File: config.mk
export PLATFORM = sky130hd
export DESIGN_NAME = vga_sync_receiver
export DESIGN_NICKNAME = d
export VERILOG_FILES = /design/src/rtl/vga_sync_receiver.sv
export SDC_FILE = /design/constraint.sdc
export NUM_CORES = 1
export LEC_CHECK = 0
export ABC_AREA = 1
export BUFFER_PORTS_ARGS = -buffer_cell sky130_fd_sc_hd__buf_2
export CAP_MARGIN = 25
export CORE_MARGIN = 1
export CORE_UTILIZATION = 25
export CTS_BUF_LIST = sky130_fd_sc_hd__clkbuf_2 sky130_fd_sc_hd__clkbuf_4 sky130_fd_sc_hd__clkbuf_8
export DETAILED_ROUTE_END_ITERATION = 10
export HOLD_SLACK_MARGIN = 0.12
export REMOVE_ABC_BUFFERS = 1
export SLEW_MARGIN = 20
export SYNTH_ARGS = -nofsm -noshare
export SYNTH_HDL_FRONTEND = slang
export SYNTH_SLANG_ARGS = --single-unit
File: constraint.sdc
create_clock -name clk -period 3.6 [get_ports clk]
set_input_delay 0.72 -clock clk [delete_from_list [all_inputs] [get_ports clk]]
set_output_delay 0.72 -clock clk [all_outputs]
set_load 0.05 [all_outputs]
File: src/rtl/vga_sync_receiver.sv
// VGA sync sink: synchronizes hsync/vsync, rebuilds pixel/line counters,
// checks line and frame geometry against the configured mode, and reports
// lock plus display-enable and active x/y.
module vga_sync_receiver #(
  parameter int CLK_PER_PIX = 4,
  parameter int H_TOTAL     = 800,
  parameter int H_ACT_START = 144,
  parameter int H_ACT       = 640,
  parameter int V_TOTAL     = 521,
  parameter int V_ACT_START = 31,
  parameter int V_ACT       = 480,
  parameter int LOCK_FRAMES = 2
) (
  input  logic       clk,
  input  logic       rst,
  input  logic       hsync_in,
  input  logic       vsync_in,
  output logic [9:0] pix_x,
  output logic [9:0] pix_y,
  output logic       de,
  output logic       line_start,
  output logic       frame_start,
  output logic       locked,
  output logic       err
);

  localparam logic [12:0] LINE_LAST = 13'(H_TOTAL*CLK_PER_PIX-1);
  localparam logic [12:0] LCLK_MAX  = 13'h1FFF;
  localparam logic [1:0]  SUB_LAST  = 2'(CLK_PER_PIX-1);
  localparam logic [10:0] HPOS_MAX  = 11'h7FF;
  localparam logic [10:0] H_A0      = 11'(H_ACT_START);
  localparam logic [10:0] H_A1      = 11'(H_ACT_START+H_ACT);
  localparam logic [9:0]  V_A0      = 10'(V_ACT_START);
  localparam logic [9:0]  V_A1      = 10'(V_ACT_START+V_ACT);
  localparam logic [9:0]  V_LAST    = 10'(V_TOTAL-1);
  localparam logic [9:0]  V_FULL    = 10'(V_TOTAL);
  localparam logic [9:0]  VPOS_MAX  = 10'h3FF;
  localparam logic [8:0]  LOCK_N    = 9'(LOCK_FRAMES);

  typedef enum logic [1:0] {SEARCH = 2'd0, VERIFY = 2'd1, LOCKED = 2'd2} state_e;

  // [0],[1] synchronizer stages, [2] delay flop for edge detect
  logic [2:0]  hs_q, vs_q;
  logic [1:0]  sub_q, sub_d;
  logic [10:0] hpos_q, hpos_d;
  logic [12:0] lclk_q, lclk_d;
  logic [9:0]  vpos_q, vpos_d;
  logic        v_pend_q, v_pend_d;
  logic        frame_bad_q, frame_bad_d;
  state_e      state_q, state_d;
  logic [7:0]  good_cnt_q, good_cnt_d;
  logic        err_q, err_d, locked_q, locked_d;
  logic        de_q, de_d, ls_q, ls_d, fs_q, fs_d;
  logic [9:0]  pix_x_q, pix_x_d, pix_y_q, pix_y_d;

  logic h_fall, v_fall, line_bad, fb, frame_good, timeout, h_in, v_in;

  assign h_fall   = hs_q[2] & ~hs_q[1];
  assign v_fall   = vs_q[2] & ~vs_q[1];
  assign line_bad = h_fall && (lclk_q != LINE_LAST);
  assign timeout  = (lclk_q == LCLK_MAX);
  // A vsync fall right after an hsync fall belongs to that line start; a late
  // one waits for the next hsync fall so the boundary always sits on a line.
  assign fb = (h_fall && (v_fall || v_pend_q)) ||
              (!h_fall && v_fall && (lclk_q < 13'd8));
  // In the immediate case the preceding hsync fall has already counted the
  // new line, so the full line count shows up as V_TOTAL instead of V_TOTAL-1.
  assign frame_good = (h_fall ? (vpos_q == V_LAST) : (vpos_q == V_FULL)) &&
                      !frame_bad_q && !line_bad;

  // Input synchronizers, idle-high after reset
  always_ff @(posedge clk or negedge rst) begin
    if (!rst) begin
      hs_q <= 3'b111;
      vs_q <= 3'b111;
    end else begin
      hs_q <= {hs_q[1:0], hsync_in};
      vs_q <= {vs_q[1:0], vsync_in};
    end
  end

  // Next-state for horizontal/vertical counters and frame bookkeeping
  always_comb begin
    sub_d       = sub_q;
    hpos_d      = hpos_q;
    lclk_d      = lclk_q;
    vpos_d      = vpos_q;
    v_pend_d    = v_pend_q;
    frame_bad_d = frame_bad_q;
    if (h_fall) begin
      sub_d  = '0;
      hpos_d = '0;
      lclk_d = '0;
    end else begin
      if (lclk_q != LCLK_MAX) lclk_d = lclk_q + 13'd1;
      if (sub_q == SUB_LAST) begin
        sub_d = '0;
        if (hpos_q != HPOS_MAX) hpos_d = hpos_q + 11'd1;
      end else begin
        sub_d = sub_q + 2'd1;
      end
    end
    if (fb) begin
      vpos_d   = '0;
      v_pend_d = 1'b0;
    end else begin
      if (h_fall && vpos_q != VPOS_MAX) vpos_d = vpos_q + 10'd1;
      if (v_fall && !h_fall)            v_pend_d = 1'b1;
    end
    if (fb)            frame_bad_d = 1'b0;
    else if (line_bad) frame_bad_d = 1'b1;
  end

  // Counter registers
  always_ff @(posedge clk or negedge rst) begin
    if (!rst) begin
      sub_q       <= '0;
      hpos_q      <= '0;
      lclk_q      <= '0;
      vpos_q      <= '0;
      v_pend_q    <= 1'b0;
      frame_bad_q <= 1'b0;
    end else begin
      sub_q       <= sub_d;
      hpos_q      <= hpos_d;
      lclk_q      <= lclk_d;
      vpos_q      <= vpos_d;
      v_pend_q    <= v_pend_d;
      frame_bad_q <= frame_bad_d;
    end
  end

  // Lock FSM state register
  always_ff @(posedge clk or negedge rst) begin
    if (!rst) begin
      state_q    <= SEARCH;
      good_cnt_q <= '0;
    end else begin
      state_q    <= state_d;
      good_cnt_q <= good_cnt_d;
    end
  end

  // Lock FSM next-state
  always_comb begin
    state_d    = state_q;
    good_cnt_d = good_cnt_q;
    case (state_q)
      SEARCH: if (fb) begin
        state_d    = VERIFY;
        good_cnt_d = '0;
      end
      VERIFY: begin
        if (timeout) begin
          state_d = SEARCH;
        end else if (fb) begin
          if (!frame_good)                               good_cnt_d = '0;
          else if ({1'b0, good_cnt_q} + 9'd1 >= LOCK_N)  state_d = LOCKED;
          else                                           good_cnt_d = good_cnt_q + 8'd1;
        end
      end
      LOCKED: if (line_bad || (fb && !frame_good) || timeout) state_d = SEARCH;
      default: state_d = SEARCH;
    endcase
  end

  // Lock FSM outputs: err marks the LOCKED exit, locked tracks the new state
  always_comb begin
    err_d    = (state_q == LOCKED) && (state_d != LOCKED);
    locked_d = (state_d == LOCKED);
  end

  // Active-window decode
  always_comb begin
    h_in    = (hpos_q >= H_A0) && (hpos_q < H_A1);
    v_in    = (vpos_q >= V_A0) && (vpos_q < V_A1);
    de_d    = (state_q == LOCKED) && h_in && v_in;
    pix_x_d = de_d ? 10'(hpos_q - H_A0) : '0;
    pix_y_d = de_d ? (vpos_q - V_A0) : '0;
    ls_d    = de_d && (hpos_q == H_A0) && (sub_q == 2'd0);
    fs_d    = ls_d && (vpos_q == V_A0);
  end

  // Output registers
  always_ff @(posedge clk or negedge rst) begin
    if (!rst) begin
      err_q    <= 1'b0;
      locked_q <= 1'b0;
      de_q     <= 1'b0;
      pix_x_q  <= '0;
      pix_y_q  <= '0;
      ls_q     <= 1'b0;
      fs_q     <= 1'b0;
    end else begin
      err_q    <= err_d;
      locked_q <= locked_d;
      de_q     <= de_d;
      pix_x_q  <= pix_x_d;
      pix_y_q  <= pix_y_d;
      ls_q     <= ls_d;
      fs_q     <= fs_d;
    end
  end

  assign pix_x       = pix_x_q;
  assign pix_y       = pix_y_q;
  assign de          = de_q;
  assign line_start  = ls_q;
  assign frame_start = fs_q;
  assign locked      = locked_q;
  assign err         = err_q;

endmodule

# [After elaboration in Yosys (flattened, before gate mapping)]
# Index checks and enable logic that the tools add are counted.
[totals] regBits=79 out_inout_bits=25 word_cells=117
[classes] add_sub_neg=8 magnitude_cmp=6 eq_ne=18 muxes=29 bitwise=4 n_reduce_logical=35
[op_table] op="2-to-1 mux 10 bit" n=4
[op_table] op="2-to-1 mux 8 bit" n=5
[op_table] op="2-to-1 mux 11 bit" n=3
[op_table] op="2-to-1 mux 13 bit" n=2
[op_table] op="equality test 10 bit, second input constant" n=2
[op_table] op="logical AND 1 bit" n=16
[op_table] op="2-to-1 mux 2 bit" n=8
[op_table] op="case mux 8 bit (2 select lines)" n=1
[op_table] op="nonzero test 2 bit" n=7
[op_table] op="adder 13 x 1 -> 13 bit, second input constant" n=1
[op_table] op="equality test 13 bit, second input constant" n=1
[op_table] op="less-than comparator 13 x 4 -> 1 bit, second input constant" n=1
[op_table] op="inequality test 13 x 12 -> 1 bit, second input constant" n=1
[op_table] op="inequality test 13 bit, second input constant" n=1
[op_table] op="adder 11 x 1 -> 11 bit, second input constant" n=1
[op_table] op="equality test 11 x 8 -> 1 bit, second input constant" n=1
[op_table] op=">= comparator 11 x 8 -> 1 bit, second input constant" n=1
[op_table] op="less-than comparator 11 x 10 -> 1 bit, second input constant" n=1
[op_table] op="inequality test 11 bit, second input constant" n=1
[op_table] op="adder 10 x 1 -> 10 bit, second input constant" n=1
[op_table] op="equality test 10 x 5 -> 1 bit, second input constant" n=1
[op_table] op=">= comparator 10 x 5 -> 1 bit, second input constant" n=1
[op_table] op="less-than comparator 10 x 9 -> 1 bit, second input constant" n=1
[op_table] op="inequality test 10 bit, second input constant" n=1
[op_table] op="19 further kinds" n=37

# [Depth between registers and ports, before layout]
[logic_depth] ltp_word=13 mapped_depth=13 mapped_depth_nobuf=13

# [Least setup slack after synthesis]
# Ideal clock, no wire load.
[synth_timing] path_type="reg-to-reg" startpoint="register vpos_q[0]" endpoint="register pix_x_q[4], in the netlist pix_x[4]" setup_time_ns=0.124 t_arrival_ns=1.468 slack_ns=2.008 stages_incl_launch_ff=11 n_path_buf=1 path_cell_list="dfrtp_1 -> ha_1 -> nand2_2 -> nor2_4 -> nor2_1 -> inv_1 -> o21ai_2 -> nor2_4 -> inv_4 -> buf_8 -> nor2_2"
[synth_between] elab_chain_len=4 word_cells_on_any_way=5
[synth_rtl] item="from (decl)" line="47" rtl="logic [9:0] vpos_q, vpos_d;"
[synth_rtl] item="from (signal assigned)" line="127" rtl="vpos_q <= vpos_d;"
[synth_rtl] item=">= comparator 10 x 5 -> 1 bit or less-than comparator 10 x 9 -> 1 bit (tied branches)" line="176" rtl="v_in = (vpos_q >= V_A0) && (vpos_q < V_A1);"
[synth_rtl] item="logical AND 1 bit *" line="176"
[synth_rtl] item="logical AND 1 bit *" line="177" rtl="de_d = (state_q == LOCKED) && h_in && v_in;"
[synth_rtl] item="net de_d" line="53" rtl="logic de_q, de_d, ls_q, ls_d, fs_q, fs_d;"
[synth_rtl] item="2-to-1 mux 10 bit *" line="178" rtl="pix_x_d = de_d ? 10'(hpos_q - H_A0) : '0;"
[synth_rtl] item="net pix_x_d[4]" line="54" rtl="logic [9:0] pix_x_q, pix_x_d, pix_y_q, pix_y_d;"
[synth_rtl] item="to (signal assigned)" line="198" rtl="pix_x_q <= pix_x_d;"
[synth_rtl] item="to (decl)" line="54"
# Mark *: on every way through the listed nets, which the timed path passes. The rest lies on a longest branch.
# A chain may end at the register's enable or synchronous reset.

# [Worst setup path in the final report]
[layout_timing] startpoint="register hs_q[1]" endpoint="register vpos_q[3]"
[layout_between] elab_chain_len=7 word_cells_on_any_way=10
[layout_rtl] item="from (decl)" line="43" rtl="logic [2:0] hs_q, vs_q;"
[layout_rtl] item="from (signal assigned)" line="77" rtl="hs_q <= {hs_q[1:0], hsync_in};"
[layout_rtl] item="NOT 1 bit *" line="58" rtl="assign h_fall = hs_q[2] & ~hs_q[1];"
[layout_rtl] item="bitwise AND 1 bit *" line="58"
[layout_rtl] item="logical NOT 1 bit" line="65" rtl="(!h_fall && v_fall && (lclk_q < 13'd8));"
[layout_rtl] item="logical AND 1 bit (2 in series)" line="65"
[layout_rtl] item="logical OR 1 bit" line="64" rtl="assign fb = (h_fall && (v_fall || v_pend_q)) ||"
[layout_rtl] item="2-to-1 mux 10 bit or nonzero test 2 bit (tied branches)"
# Every way passes the cells marked *; elsewhere a longest branch is shown, timed or not.

==> results.py <==
metrics = {
    "run_status": {
        "status": "complete, no violations",
    },
    "critical_path": {
        "critPathMostFrequentCell": "inv_1",
        "r2r_start": "hs_q[1]",
        "crit_path_top_delay_cell": "dfstp_2",
        "crit_path_max_incr_delay_ps": 530,
        "startpoint": "hs_q[1]",
        "crit_path_end_kind": "register",
        "r2r_setup_slack_ps": 1520,
        "critPathMaxFanout": 23,
        "required_ps": 3870,
        "critPathKind": "register to register",
        "crit_chain": "inv_1 > nand2_4 > inv_1 > nand2_1 > nand2_1 > inv_1 > nand2_2 > o22ai_1",
        "crit_path_start_kind": "register",
        "cp_num_buf_inv": 3,
        "path_delay_family": "simple AND/OR/NAND/NOR gates",
        "cp.arrival_ps": 2360,
        "timing.rr.end": "vpos_q[3]",
        "r2r_cells": 8,
    },
    "routing": {
        "drt_iter0_drc": 266,
        "drt_first_pass_iters": 4,
        "ant_nets": 0,
        "wl_met3_microns": 426,
        "vias": 3175,
        "met2_length_microns": 3641,
        "wl_met1_microns": 3914,
        "dr.max_layer_used": "met4",
        "viasPerCell": 4.314,
        "wl_per_cell_microns": 10.96,
        "drc": 0,
        "wl_microns": 8070,
    },
    "floorplanning": {
        "core-area_sq_mm": 0.01583,
        "die_y_microns": 129.3,
        "dieArea_sq_mm": 0.01672,
        "initial_core_util_pct": 25.60,
        "boundaryPins": 29,
        "dieWidth_microns": 129.3,
        "rows": 46,
    },
    "cells_and_area": {
        "area_growth_pct": 14.98,
        "drive_gt1_share_pct": 19.04,
        "final_nets": 530,
        "stdcell_area_sq_mm": 0.004658,
        "fillers": 1679,
        "antenna_cells": 0,
    },
    "timing": {
        "relSlewSlack_pct": 53.10,
        "worst_pin_slew_ps": 703.4,
        "finClkSkew_ps": 9.311,
        "finalMaxSlewViolations": 0,
        "rsz0062_at_grt": "false",
        "finalHoldViolCount": 0,
        "fin_crit_sh_pct": 57.89,
        "finalSetupViolCount": 0,
        "fin_hold_ws_ps": 357.5,
        "timing.fmax_ghz": 0.4798,
        "setup_tns_ps": 0,
        "fin_crit_ps": 2084,
    },
    "logic_synthesis": {
        "yosys.cell_count.top_type": "nand2_1",
        "yosysSeqAreaShare_pct": 48.98,
        "syn_area_sq_mm": 0.004051,
        "synth_area_leader_cell": "dfrtp_1",
        "async_flop_share_pct": 100.0,
        "synth_ff_type": "dfrtp_1",
        "synth_area_leaders": "dfrtp_1, nand2_1, inv_1",
        "synth.avg_cell_area_sq_um": 8.423,
        "synth_edf_count": 0,
        "ys_ff_latch": 79,
        "syn_inst": 481,
        "yosys.cell_types.count": 33,
        "yosys_warnings": 0,
        "yosys.area.top_type_share_pct": 45.09,
        "synth_common_cells": "nand2_1, dfrtp_1, inv_1",
    },
    "grt": {
        "grt_max_degree": 80,
        "track_usage_pct": 10.59,
        "antenna_found_initial": 0,
        "grt_pass1_wl_microns": 14120,
        "grt_pass1_vias": 3001,
        "grt-ovfl-total": 0,
    },
    "power_and_ir_drop": {
        "totalPowerFinal_w": 0.002093,
        "max-vdd-ir-drop_mv": 0.1748,
        "leakagePower_nw": 2.333,
        "power_density_mw_per_mm2": 449.2,
    },
    "clock_network": {
        "cts_setup_buffers": 0,
        "clk_pin_slew_ps": 80,
        "cts_tree": "built",
        "numCtsBuffers": 9,
        "ctsHoldBuffers": 0,
        "htree_levels": 3,
        "worstSkewPairLatency_ps": 360,
        "cts_sinks": 79,
        "clock_path_buffers": 2,
        "cts_resized": 0,
        "cts_root_buf": "clkbuf_8",
    },
    "placement": {
        "place.detailed.hpwl_microns": 5783,
        "gp_routability_congestion": 0.8916,
        "io_buffers": 28,
        "place_area_sq_mm": 0.004414,
    },
    "hold_path": {
        "min_from": "vs_q[0]",
        "hold_class": "register to register",
        "hold_end": "vs_q[1]",
        "hold_path_depth": 0,
    },
    "run": {
        "maxCapViolations": 0,
    },
}
## power by group
| part | internal (W) | total [W] | switching (W) | leakage [nW] |
|---|---|---|---|---|
| logic | 0.0000896 | 0.000284 | 0.000195 | 1.15 |
| registers | 0.000948 | 0.00101 | 0.0000587 | 1.06 |
| clock network | 0.000467 | 0.000801 | 0.000334 | 0.124 |
## routing by layer
| metal | GRT usage (%) | up-vias |
|---|---|---|
| met5 | 0 | - |
| met2 | 16.51 | 64 |
| met1 | 14.31 | 1482 |
| li1 | - | 1618 |
| met4 | 3.114 | 0 |
| met3 | 2.890 | 11 |
## cell usage in the layout, fill, tap and decap left out, types with 9 or more instances in the layout
| cell | count |
|---|---|
| a21oi_1 | 16 |
| buf_2 | 27 |
| clkbuf_8 | 9 |
| dfrtp_1 | 73 |
| ha_1 | 11 |
| inv_1 | 72 |
| nand2_1 | 86 |
| nand3_1 | 29 |
| nand4_1 | 15 |
| nor2_1 | 66 |
| nor2_2 | 12 |
| nor3_1 | 10 |
| o21ai_0 | 17 |
| o21ai_2 | 10 |
## flip-flops by register name (all words and copies together), names as in the netlist, 3 cells and up
signal	count
good_cnt_q	8
hpos_q	11
hs_q	3
lclk_q	13
pix_x	10
pix_y	10
vpos_q	10
vs_q	3
## how the worst max path moves through the flow
| stage | to | slack (ps) | cells past startpoint |
|---|---|---|---|
| 6_report | vpos_q[3] | 1520 | 8 |
| 5_1_grt | vpos_q[3] | 1270 | 8 |
| 4_1_cts | vpos_q[3] | 1520 | 8 |
| 3_5_place_dp | vpos_q[1] | 1570 | 8 |
| 3_3_place_gp | vpos_q[1] | 1630 | 8 |
| 2_1_floorplan | vpos_q[1] | 1960 | 8 |
## through the flow
stage	std cells	util, %	setup WS, ps
global placement	720	27.89	1632
floorplan	476	-	1962
CTS	736	29.41	1516
detailed placement	720	27.89	1566
global route	736	29.43	1271
finish	736	29.43	1516
## kinds of logic (layout without fill, tap and decap cells)
logic type                 count (synthesis)  after routing  synth area share (%)
adders and majority gates                 11             11                 3.397
DFF                                       79             79                 48.98
xor gates and xnor gates                   7              7                 1.513
and+or+nand+nor                          247            247                 29.37
buffers and inverters                     80            119                 8.246
AOI/OAI and AO/OA                         57             57                 8.493
## final cells by class
class,instances,area [sq um],share of cell area [%]
inverter,75,284.0,6.097
tap,216,270.3,5.802
timing repair buffer,28,146.4,3.143
multi-input combinational,322,1733,37.20
clock inverter,6,108.9,2.337
clock buffer,10,131.4,2.820
sequential,79,1984,42.60
Power figures use the tool's default switching activity.
